**src/rtl/util_rst_seq_if.sv**
```systemverilog
// Sideband bundle between the reset sequencer and its consumers.
// sw_rst exists only when UTIL_RST_SEQ_SW_RST_EN is defined.
interface util_rst_seq_if #(
   parameter int NUM_STAGES = 3
);
   logic                  locked;
   logic [NUM_STAGES-1:0] rst_out_n;
   logic                  seq_done;
`ifdef UTIL_RST_SEQ_SW_RST_EN
   logic                  sw_rst;
`endif

   modport master (
`ifdef UTIL_RST_SEQ_SW_RST_EN
      input  sw_rst,
`endif
      input  locked,
      output rst_out_n,
      output seq_done
   );

   modport slave (
`ifdef UTIL_RST_SEQ_SW_RST_EN
      output sw_rst,
`endif
      output locked,
      input  rst_out_n,
      input  seq_done
   );
endinterface

```
**src/rtl/util_rst_seq.sv**
```systemverilog
// Reset sequencer: holds all stages for MIN_ASSERT cycles, waits for a synchronised lock,
// then releases stages in index order every STAGE_DLY cycles. UTIL_RST_SEQ_SW_RST_EN adds sw_rst.
module util_rst_seq #(
   parameter int NUM_STAGES   = 3,
   parameter int MIN_ASSERT   = 16,
   parameter int STAGE_DLY    = 8,
   parameter int LOCK_SYNC_FF = 2
) (
   input  logic         clk,
   input  logic         rstn,
   util_rst_seq_if.master bus
);
   localparam int CMAX = (MIN_ASSERT > STAGE_DLY) ? MIN_ASSERT : STAGE_DLY;
   localparam int CW   = $clog2(CMAX + 1);
   localparam int IW   = (NUM_STAGES > 1) ? $clog2(NUM_STAGES) : 1;

   localparam logic [CW-1:0] HOLD_LAST = CW'(MIN_ASSERT - 1);
   localparam logic [CW-1:0] REL_LAST  = CW'(STAGE_DLY - 1);
   localparam logic [IW-1:0] IDX_LAST  = IW'(NUM_STAGES - 1);

   typedef enum logic [1:0] {HOLD, WAIT_LOCK, RELEASE, DONE} state_e;

   state_e                  state_q, state_d;
   logic [CW-1:0]           cnt_q, cnt_d;
   logic [IW-1:0]           idx_q, idx_d;
   logic [NUM_STAGES-1:0]   rst_q, rst_d;
   logic                    done_q, done_d;
   logic [LOCK_SYNC_FF-1:0] sync_q;
   logic                    locked_s;
   logic                    sw_rst_w;
   logic                    restart;

   assign locked_s = sync_q[LOCK_SYNC_FF-1];

`ifdef UTIL_RST_SEQ_SW_RST_EN
   assign sw_rst_w = bus.sw_rst;
`else
   assign sw_rst_w = 1'b0;
`endif

   // Software restart and loss of lock share one full-restart path; sw_rst wins by construction.
   assign restart = sw_rst_w || (((state_q == RELEASE) || (state_q == DONE)) && !locked_s);

   always_ff @(posedge clk or negedge rstn) begin
      if (!rstn) begin
         state_q <= HOLD;
         cnt_q   <= '0;
         idx_q   <= '0;
         rst_q   <= '0;
         done_q  <= 1'b0;
         sync_q  <= '0;
      end else begin
         state_q <= state_d;
         cnt_q   <= cnt_d;
         idx_q   <= idx_d;
         rst_q   <= rst_d;
         done_q  <= done_d;
         sync_q  <= {sync_q[LOCK_SYNC_FF-2:0], bus.locked};
      end
   end

   always_comb begin
      state_d = state_q;
      if (restart) begin
         state_d = HOLD;
      end else begin
         case (state_q)
            HOLD:      if (cnt_q == HOLD_LAST) state_d = WAIT_LOCK;
            WAIT_LOCK: if (locked_s) state_d = RELEASE;
            RELEASE:   if ((cnt_q == REL_LAST) && (idx_q == IDX_LAST)) state_d = DONE;
            DONE:      state_d = DONE;
            default:   state_d = HOLD;
         endcase
      end
   end

   always_comb begin
      cnt_d  = cnt_q;
      idx_d  = idx_q;
      rst_d  = rst_q;
      done_d = done_q;
      if (restart) begin
         cnt_d  = '0;
         idx_d  = '0;
         rst_d  = '0;
         done_d = 1'b0;
      end else begin
         case (state_q)
            HOLD: cnt_d = (cnt_q == HOLD_LAST) ? '0 : cnt_q + 1'b1;
            WAIT_LOCK: begin
               if (locked_s) begin
                  cnt_d = '0;
                  idx_d = '0;
               end
            end
            RELEASE: begin
               if (cnt_q == REL_LAST) begin
                  cnt_d        = '0;
                  rst_d[idx_q] = 1'b1;
                  if (idx_q == IDX_LAST) done_d = 1'b1;
                  else                   idx_d  = idx_q + 1'b1;
               end else begin
                  cnt_d = cnt_q + 1'b1;
               end
            end
            default: ;
         endcase
      end
   end

   assign bus.rst_out_n = rst_q;
   assign bus.seq_done  = done_q;
endmodule
```
**src/flat_wrapper.sv**
```systemverilog
// flat-port wrapper written by rule: the top's interface ports become plain ports
module util_rst_seq_flat 
#(
   parameter int NUM_STAGES   = 3,
   parameter int MIN_ASSERT   = 16,
   parameter int STAGE_DLY    = 8,
   parameter int LOCK_SYNC_FF = 2
)
  (clk, rstn, bus_locked, bus_rst_out_n, bus_seq_done);
  util_rst_seq_if #(.NUM_STAGES(NUM_STAGES)) bus_i ();
  input  logic clk;
  input  logic rstn;
  input wire logic [$bits(bus_i.locked)-1:0] bus_locked;
  output wire logic [$bits(bus_i.rst_out_n)-1:0] bus_rst_out_n;
  output wire logic [$bits(bus_i.seq_done)-1:0] bus_seq_done;
  assign bus_i.locked = bus_locked;
  assign bus_rst_out_n = bus_i.rst_out_n;
  assign bus_seq_done = bus_i.seq_done;
  util_rst_seq #(.NUM_STAGES(NUM_STAGES), .MIN_ASSERT(MIN_ASSERT), .STAGE_DLY(STAGE_DLY), .LOCK_SYNC_FF(LOCK_SYNC_FF)) u_core (.clk(clk), .rstn(rstn), .bus(bus_i));
endmodule
```
**config.mk**
```make
export PLATFORM = sky130hd
export DESIGN_NAME = util_rst_seq_flat
export DESIGN_NICKNAME = d
export VERILOG_FILES = /design/src/rtl/util_rst_seq_if.sv /design/src/rtl/util_rst_seq.sv /design/src/flat_wrapper.sv
export SDC_FILE = /design/constraint.sdc
export NUM_CORES = 1
export LEC_CHECK = 0
export BUFFER_PORTS_ARGS = -buffer_cell sky130_fd_sc_hd__buf_2
export CORE_MARGIN = 10
export CORE_UTILIZATION = 57
export CTS_CLUSTER_SIZE = 16
export DETAILED_ROUTE_END_ITERATION = 16
export PLACE_DENSITY = 0.8
export SLEW_MARGIN = 20
export SYNTH_ARGS = -nofsm -noshare
export SYNTH_HDL_FRONTEND = slang
export SYNTH_SLANG_ARGS = --single-unit
```
**constraint.sdc**
```tcl
create_clock -name clk -period 2.2 [get_ports clk]
set_input_delay 0.22 -clock clk [delete_from_list [all_inputs] [get_ports clk]]
set_output_delay 0.22 -clock clk [all_outputs]
set_load 0.02 [all_outputs]
```
==> metrics, run 1 <==
Critical Path Max Stage Delay between 0.5 and 0.6 ns; area share of the largest cell type after synthesis approximately 40%; PwrDens 1130 nW/um^2; Slew headroom 68.0%; Synth Flop Type dfrtp_1; setup TNS 0 ns; Placeable Area 1520 sq um; post-synth top area cell dfrtp_1; worst-margin pin slew about 0.48 ns; Max clock buf depth 2; Post-CTS Resized 0; Area contributors post-synth dfrtp_1 (40%), ha_1 (15%), a22o_1 (3.7%); DIE AREA between 3000 and 4000 sq um; element type at the critical path end flip-flop; Post-DP Area 966 sq um; FF+latch area 375 sq um; CTS H-Tree Depth 1; Synth Cell Area between 900 and 1000 sq um; Mapped Cells 88; Crit-path slowest cell o41ai_4; total track usage 10.8%; die width 60.6 um; Synth Register Bits 15; Remaining Overflow, GRT 0; cts bufs inserted 3; FILL cells 122; RSZ-0062 raised after global routing false; CP Cell Sequence inv_1 > ha_1 > o41ai_4 > nor2_2 > a22o_1; Synth cell types 32; average wire per standard cell between 15 and 20 um; CP Data Required Time 2.38 ns; YS warnings 0; startpoint types flip-flop; number of synthesized flops with an enable pin 0; Pwr Total 1.14 mW; dpl hpwl about 1300 um; Vias 683; Pre-Repair DR Iteration Count 4; Core Rows 14; CP Class flip-flop to flip-flop; Syn Nets between 100 and 150; min cycle time layout 1.98 ns; leading cell types by count after synthesis dfrtp_1 (15), ha_1 (11), inv_1 (7); DR iter-0 viols 12; Avg Inst Size Synth 10.7 sq um; post-CTS setup buffer count 0; dpl ws roughly 0.24 ns; final setup fails 0; initial core utilization 61.6%; Ports 7; maximum vdd drop 601 uV; Remaining DRCs 0; Clk Latency, worst-skew pair between 0.2 and 0.3 ns; I/O Buffers 6; status completed; Sink Count 15; gpl congestion ~0.76; WP buf/inv 1; Die Ht 60.6 um; largest net degree at the start of global routing 16; post-route cell area between 1000 and 1500 sq um; Final WS setup around 0.22 ns; final worst path period share 89.9%; clk slew on worst S/H paths around 0.1 ns; WL final 1760 um; sequential fraction of the synthesis area 40.0%; max-cap violation count 0; fin nets 112; fmax 505 MHz; hold_ws 0.0297 ns; cell with the most instances after synthesis dfrtp_1; Hold WC Path Type primary input to flip-flop; Ant. Diodes 0; initial antenna violation count 0; vias in the first global route 668; clock root cell clkbuf_4; ys async rst share 100%; via density per instance a little over 6; WP data arrival 2.16 ns; CTS tree yes; layout cell share with drive strength beyond 1 19.6%; Slew Viols, Final 0; skew final 0.00335 ns; Synth-to-Final Area Change 6.93%; CP Max Fanout 11; area occupied by multi-input gates 507 sq um; Leak 0.494 nW; endpoints failing hold 0; first-pass GRT wire length 3000 um; remaining antenna violation count 0; CP top delay family compound AO/OA/AOI/OAI gates
routing by layer:
layer  wire length [um]  vias up  part of all wire, %  global-route usage, %
met4                 39        0                  2.2                   7.52
met5                  0        -                    0                      0
li1                   -      336                    -                      -
met2                816       11                   46                   15.1
met3                 32        5                  1.8                   1.88
met1                869      331                   49                   14.6
sequential cells by signal, summed over array words and instances, names as in the netlist:
| name | count |
|---|---|
| u_core.bus.rst_out_n | 3 |
| u_core.idx_q | 2 |
| u_core.sync_q | 2 |
| u_core.state_q | 2 |
| u_core.bus.seq_done | 1 |
| u_core.cnt_q | 5 |
layout make-up:
| cell class | count | area share (%) |
|---|---|---|
| tap | 16 | 2.00 |
| inverter | 7 | 2.62 |
| clock inverter | 1 | 0.499 |
| multi-input combinational | 63 | 50.5 |
| clock buffer | 3 | 2.24 |
| sequential | 15 | 37.4 |
| timing repair buffer | 8 | 4.74 |
worst paths after layout:
path | cells past startpoint | to | slack (ns) | start
worst max-delay path | 5 | u_core.cnt_q[2] | 0.22 | u_core.state_q[0]
worst min-delay path | 1 | u_core.sync_q[0] | 0.03 | bus_locked
worst max register to register | 5 | u_core.cnt_q[2] | 0.22 | u_core.state_q[0]
worst min register to register | 0 | u_core.sync_q[1] | 0.36 | u_core.sync_q[0]
max in group asynchronous | 2 | u_core.cnt_q[3] | 1.58 | rstn
min in group asynchronous | 2 | u_core.bus.rst_out_n[1] | 0.37 | rstn
metrics by stage:
stage | utilization [%] | instances
floorplan | - | 88
global placement | 63.4 | 108
detailed placement | 63.4 | 108
CTS | 65.8 | 113
global route | 65.8 | 113
finish | 65.8 | 113
what timing repair did:
item | CTS | global route
setup endpoints to repair | 0 | 0
hold endpoints to repair | 15 | 0
hold buffers | 1 | 0
power breakdown:
| part | internal [mW] | switching (mW) | total (mW) | leakage [nW] |
|---|---|---|---|---|
| Sequential | 0.321 | 0.0630 | 0.384 | 0.199 |
| Clock | 0.0676 | 0.0947 | 0.162 | 0.0177 |
| Combinational | 0.253 | 0.339 | 0.591 | 0.277 |
kinds of logic (layout without fill, tap and decap cells):
kind of cell / count (synthesis) / after routing / synth area share [%]
AOI/OAI and AO/OA: 28 / 28 / 24.7
and+or+nand+nor: 23 / 23 / 13.5
DFF: 15 / 15 / 40.0
adders and majority gates: 11 / 11 / 14.7
buffers and inverters: 10 / 19 / 6.00
muxes: 1 / 1 / 1.20
cell usage in the layout (no fill, tap or decap), types with 2 or more instances in the layout:
cell and count:
dfrtp_1 15, ha_1 11, inv_1 7, buf_2 6, a31oi_1 5, nor2_1 5, a22o_1 4, nand2_1 4
o21ai_0 4, nand3_1 3, nor2b_1 3, a21oi_1 3, clkbuf_4 3, o31ai_2 2, o31ai_1 2
No activity file was read; power rests on OpenSTA's default activity.
==> inputs of run 2 (changes only) <==
CTS_CLUSTER_SIZE = not set   (was 16)
PLACE_DENSITY = 0.83   (was 0.8)
==> metrics, run 2 (synthesized netlist as in run 1, its figures left out) <==
status completed; Post-DP Area 966 sq um (unchanged); Pwr Total 1.16 mW (+2.3%); P_sw 0.514 mW (+3.6%); Ports 7 (unchanged); worst hold path endpoint u_core.sync_q[0]; clock root cell clkbuf_4; Remaining DRCs 0 (unchanged); CTS H-Tree Depth 1 (unchanged); CP Class flip-flop to flip-flop; initial antenna violation count 0 (unchanged); Top reg by flops u_core.cnt_q; total track usage 11.4% (+0.56 points); Final Util 65.8% (-0.082 points); RSZ-0062 raised after global routing false; average wire per standard cell 16.7 um (+7.2%); reg-to-reg critical path startpoint u_core.state_q[0]; most frequent cells in the layout dfrtp_1 (15), ha_1 (11), inv_1 (7), buf_2 (6); most used routing layer met2; capturing point of the worst reg2reg path u_core.state_q[1]; Slew headroom 65.8% (-2.2 points); Leak 0.491 nW (-0.56%); Synth-to-Final Area Change 6.80%; GR met2 Demand/Resource 17.3% (+2.2 points); dpl ws 0.224 ns (-0.0179 ns); dpl hpwl 1390 um (+8.3%); Die Ht 60.6 um (unchanged); CTS Hold Bufs 1 (unchanged); clock power share 13.6% (-0.7 points); worst-margin pin slew 0.511 ns (+0.0334 ns); layout cell share with drive strength beyond 1 18.6% (-1.0 points); WP data arrival 2.18 ns (+0.02 ns); Pre-Repair DR Iteration Count 4 (unchanged); setup TNS 0 ns (unchanged); cts bufs inserted 3 (unchanged); DIE AREA 3670 sq um (unchanged); WHS Path Cells 1 (unchanged); Placeable Area 1520 sq um (unchanged); CP Cell Sequence inv_1 > ha_1 > o21ba_1 > o21ai_2 > or2_1 > o31ai_2; post-CTS setup buffer count 0 (unchanged); vias in the first global route 684 (+2.4%); maximum vdd drop 750 uV (+25%); I/O Buffers 6 (unchanged); remaining antenna violation count 0 (unchanged); hold_ws 0.0435 ns (+0.0138 ns); Sw Share 44.2% (+0.55 points); DR iter-0 viols 19 (+7); startpoint types flip-flop; initial core utilization 61.6% (unchanged); clk slew on worst S/H paths 0.09 ns (about the same); post-route cell area 1000 sq um (-0.12%); largest net degree at the start of global routing 16 (unchanged); logic gate share of total power 53.4% (+1.4 points); fin nets 112 (unchanged); CP Data Required Time 2.39 ns (about the same); Remaining Overflow, GRT 0 (unchanged); min-delay src bus_locked; Crit-path slowest cell dfrtp_1; max FFs per register 5 (unchanged); Post-CTS Resized 0 (unchanged); skew final 0.00470 ns (+0.00135 ns); Max clock buf depth 2 (unchanged); element type at the critical path end flip-flop; Clk Latency, worst-skew pair 0.29 ns (about the same); M3 GR Usage 2.30% (+0.42 points); via density per instance 6.17 (+2.0%); Int Pwr 0.649 mW (+1.3%); CTS tree yes; final worst path period share 90.4% (+0.51 points); die width 60.6 um (unchanged); first-pass GRT wire length 3090 um (+3.0%); post-route insts no fill 113 (unchanged); R2R Setup Slk 0.21 ns (about the same); Critical Path Max Stage Delay 0.45 ns (-0.14 ns); CP Max Fanout 9 (-2); Final WS setup 0.210 ns (-0.0113 ns); Core Rows 14 (unchanged); FF-to-FF path depth 6 (+1); gpl congestion 0.777 (+2.7%); Hold WC Path Type primary input to flip-flop; Slew Viols, Final 0 (unchanged); Ant. Diodes 0 (unchanged); grt met1 use 13.8% (-0.81 points); min cycle time layout 1.99 ns (+0.0113 ns); most common cell after layout, fill and taps aside dfrtp_1; Sink Count 15 (unchanged); PwrDens 1160 nW/um^2 (+2.4%); fmax 503 MHz (-0.57%); WL final 1890 um (+7.2%); Vias 697 (+2.0%); final setup fails 0 (unchanged); max-cap violation count 0 (unchanged); Seq pwr share 33.0% (-0.7 points); placed cell count 108 (unchanged); endpoints failing hold 0 (unchanged)
## run 2: final cells by class
class / instances / area (sq um)
inverters: 7 / 26.3
flip-flops and latches: 15 / 375
multi-input cells: 63 / 507
clock buffers: 4 / 26.3
fillers: 117 / 522
well taps: 16 / 20.0
repair buffers: 8 / 47.5
## run 2: worst max-delay path by stage
stage                             end  cells after the start               from  slack, ns
global route        u_core.state_q[1]                      6  u_core.state_q[0]       0.08
CTS                 u_core.state_q[1]                      6  u_core.state_q[0]       0.21
global placement      u_core.cnt_q[3]                      6  u_core.state_q[0]       0.35
detailed placement  u_core.state_q[1]                      6  u_core.state_q[0]       0.22
finish              u_core.state_q[1]                      6  u_core.state_q[0]       0.21
floorplan             u_core.cnt_q[2]                      6  u_core.state_q[0]       0.45
## run 2: power by group through the flow
stage	Combinational, mW	Sequential [mW]	Clock [mW]
after floorplan	0.510	0.372	0
after global placement	0.578	0.382	0
after detailed placement	0.607	0.388	0
after CTS	0.612	0.382	0.160
after global routing	0.676	0.392	0.167
final	0.622	0.383	0.158
## run 2: critical path: cells and delay by family, from the launching register on
kind,cells,cell delay (ns)
compound gates,3,0.72
fa+ha+maj,1,0.30
buf+inv,1,0.15
flops,1,0.45
simple gates,1,0.28
## run 2: layer usage
metal,share of wire [%],vias to the layer above,wire [um]
li1,-,336,-
met1,46,344,875
met2,47,11,893
met3,2.9,6,54
met4,3.3,0,62
met5,0,-,0
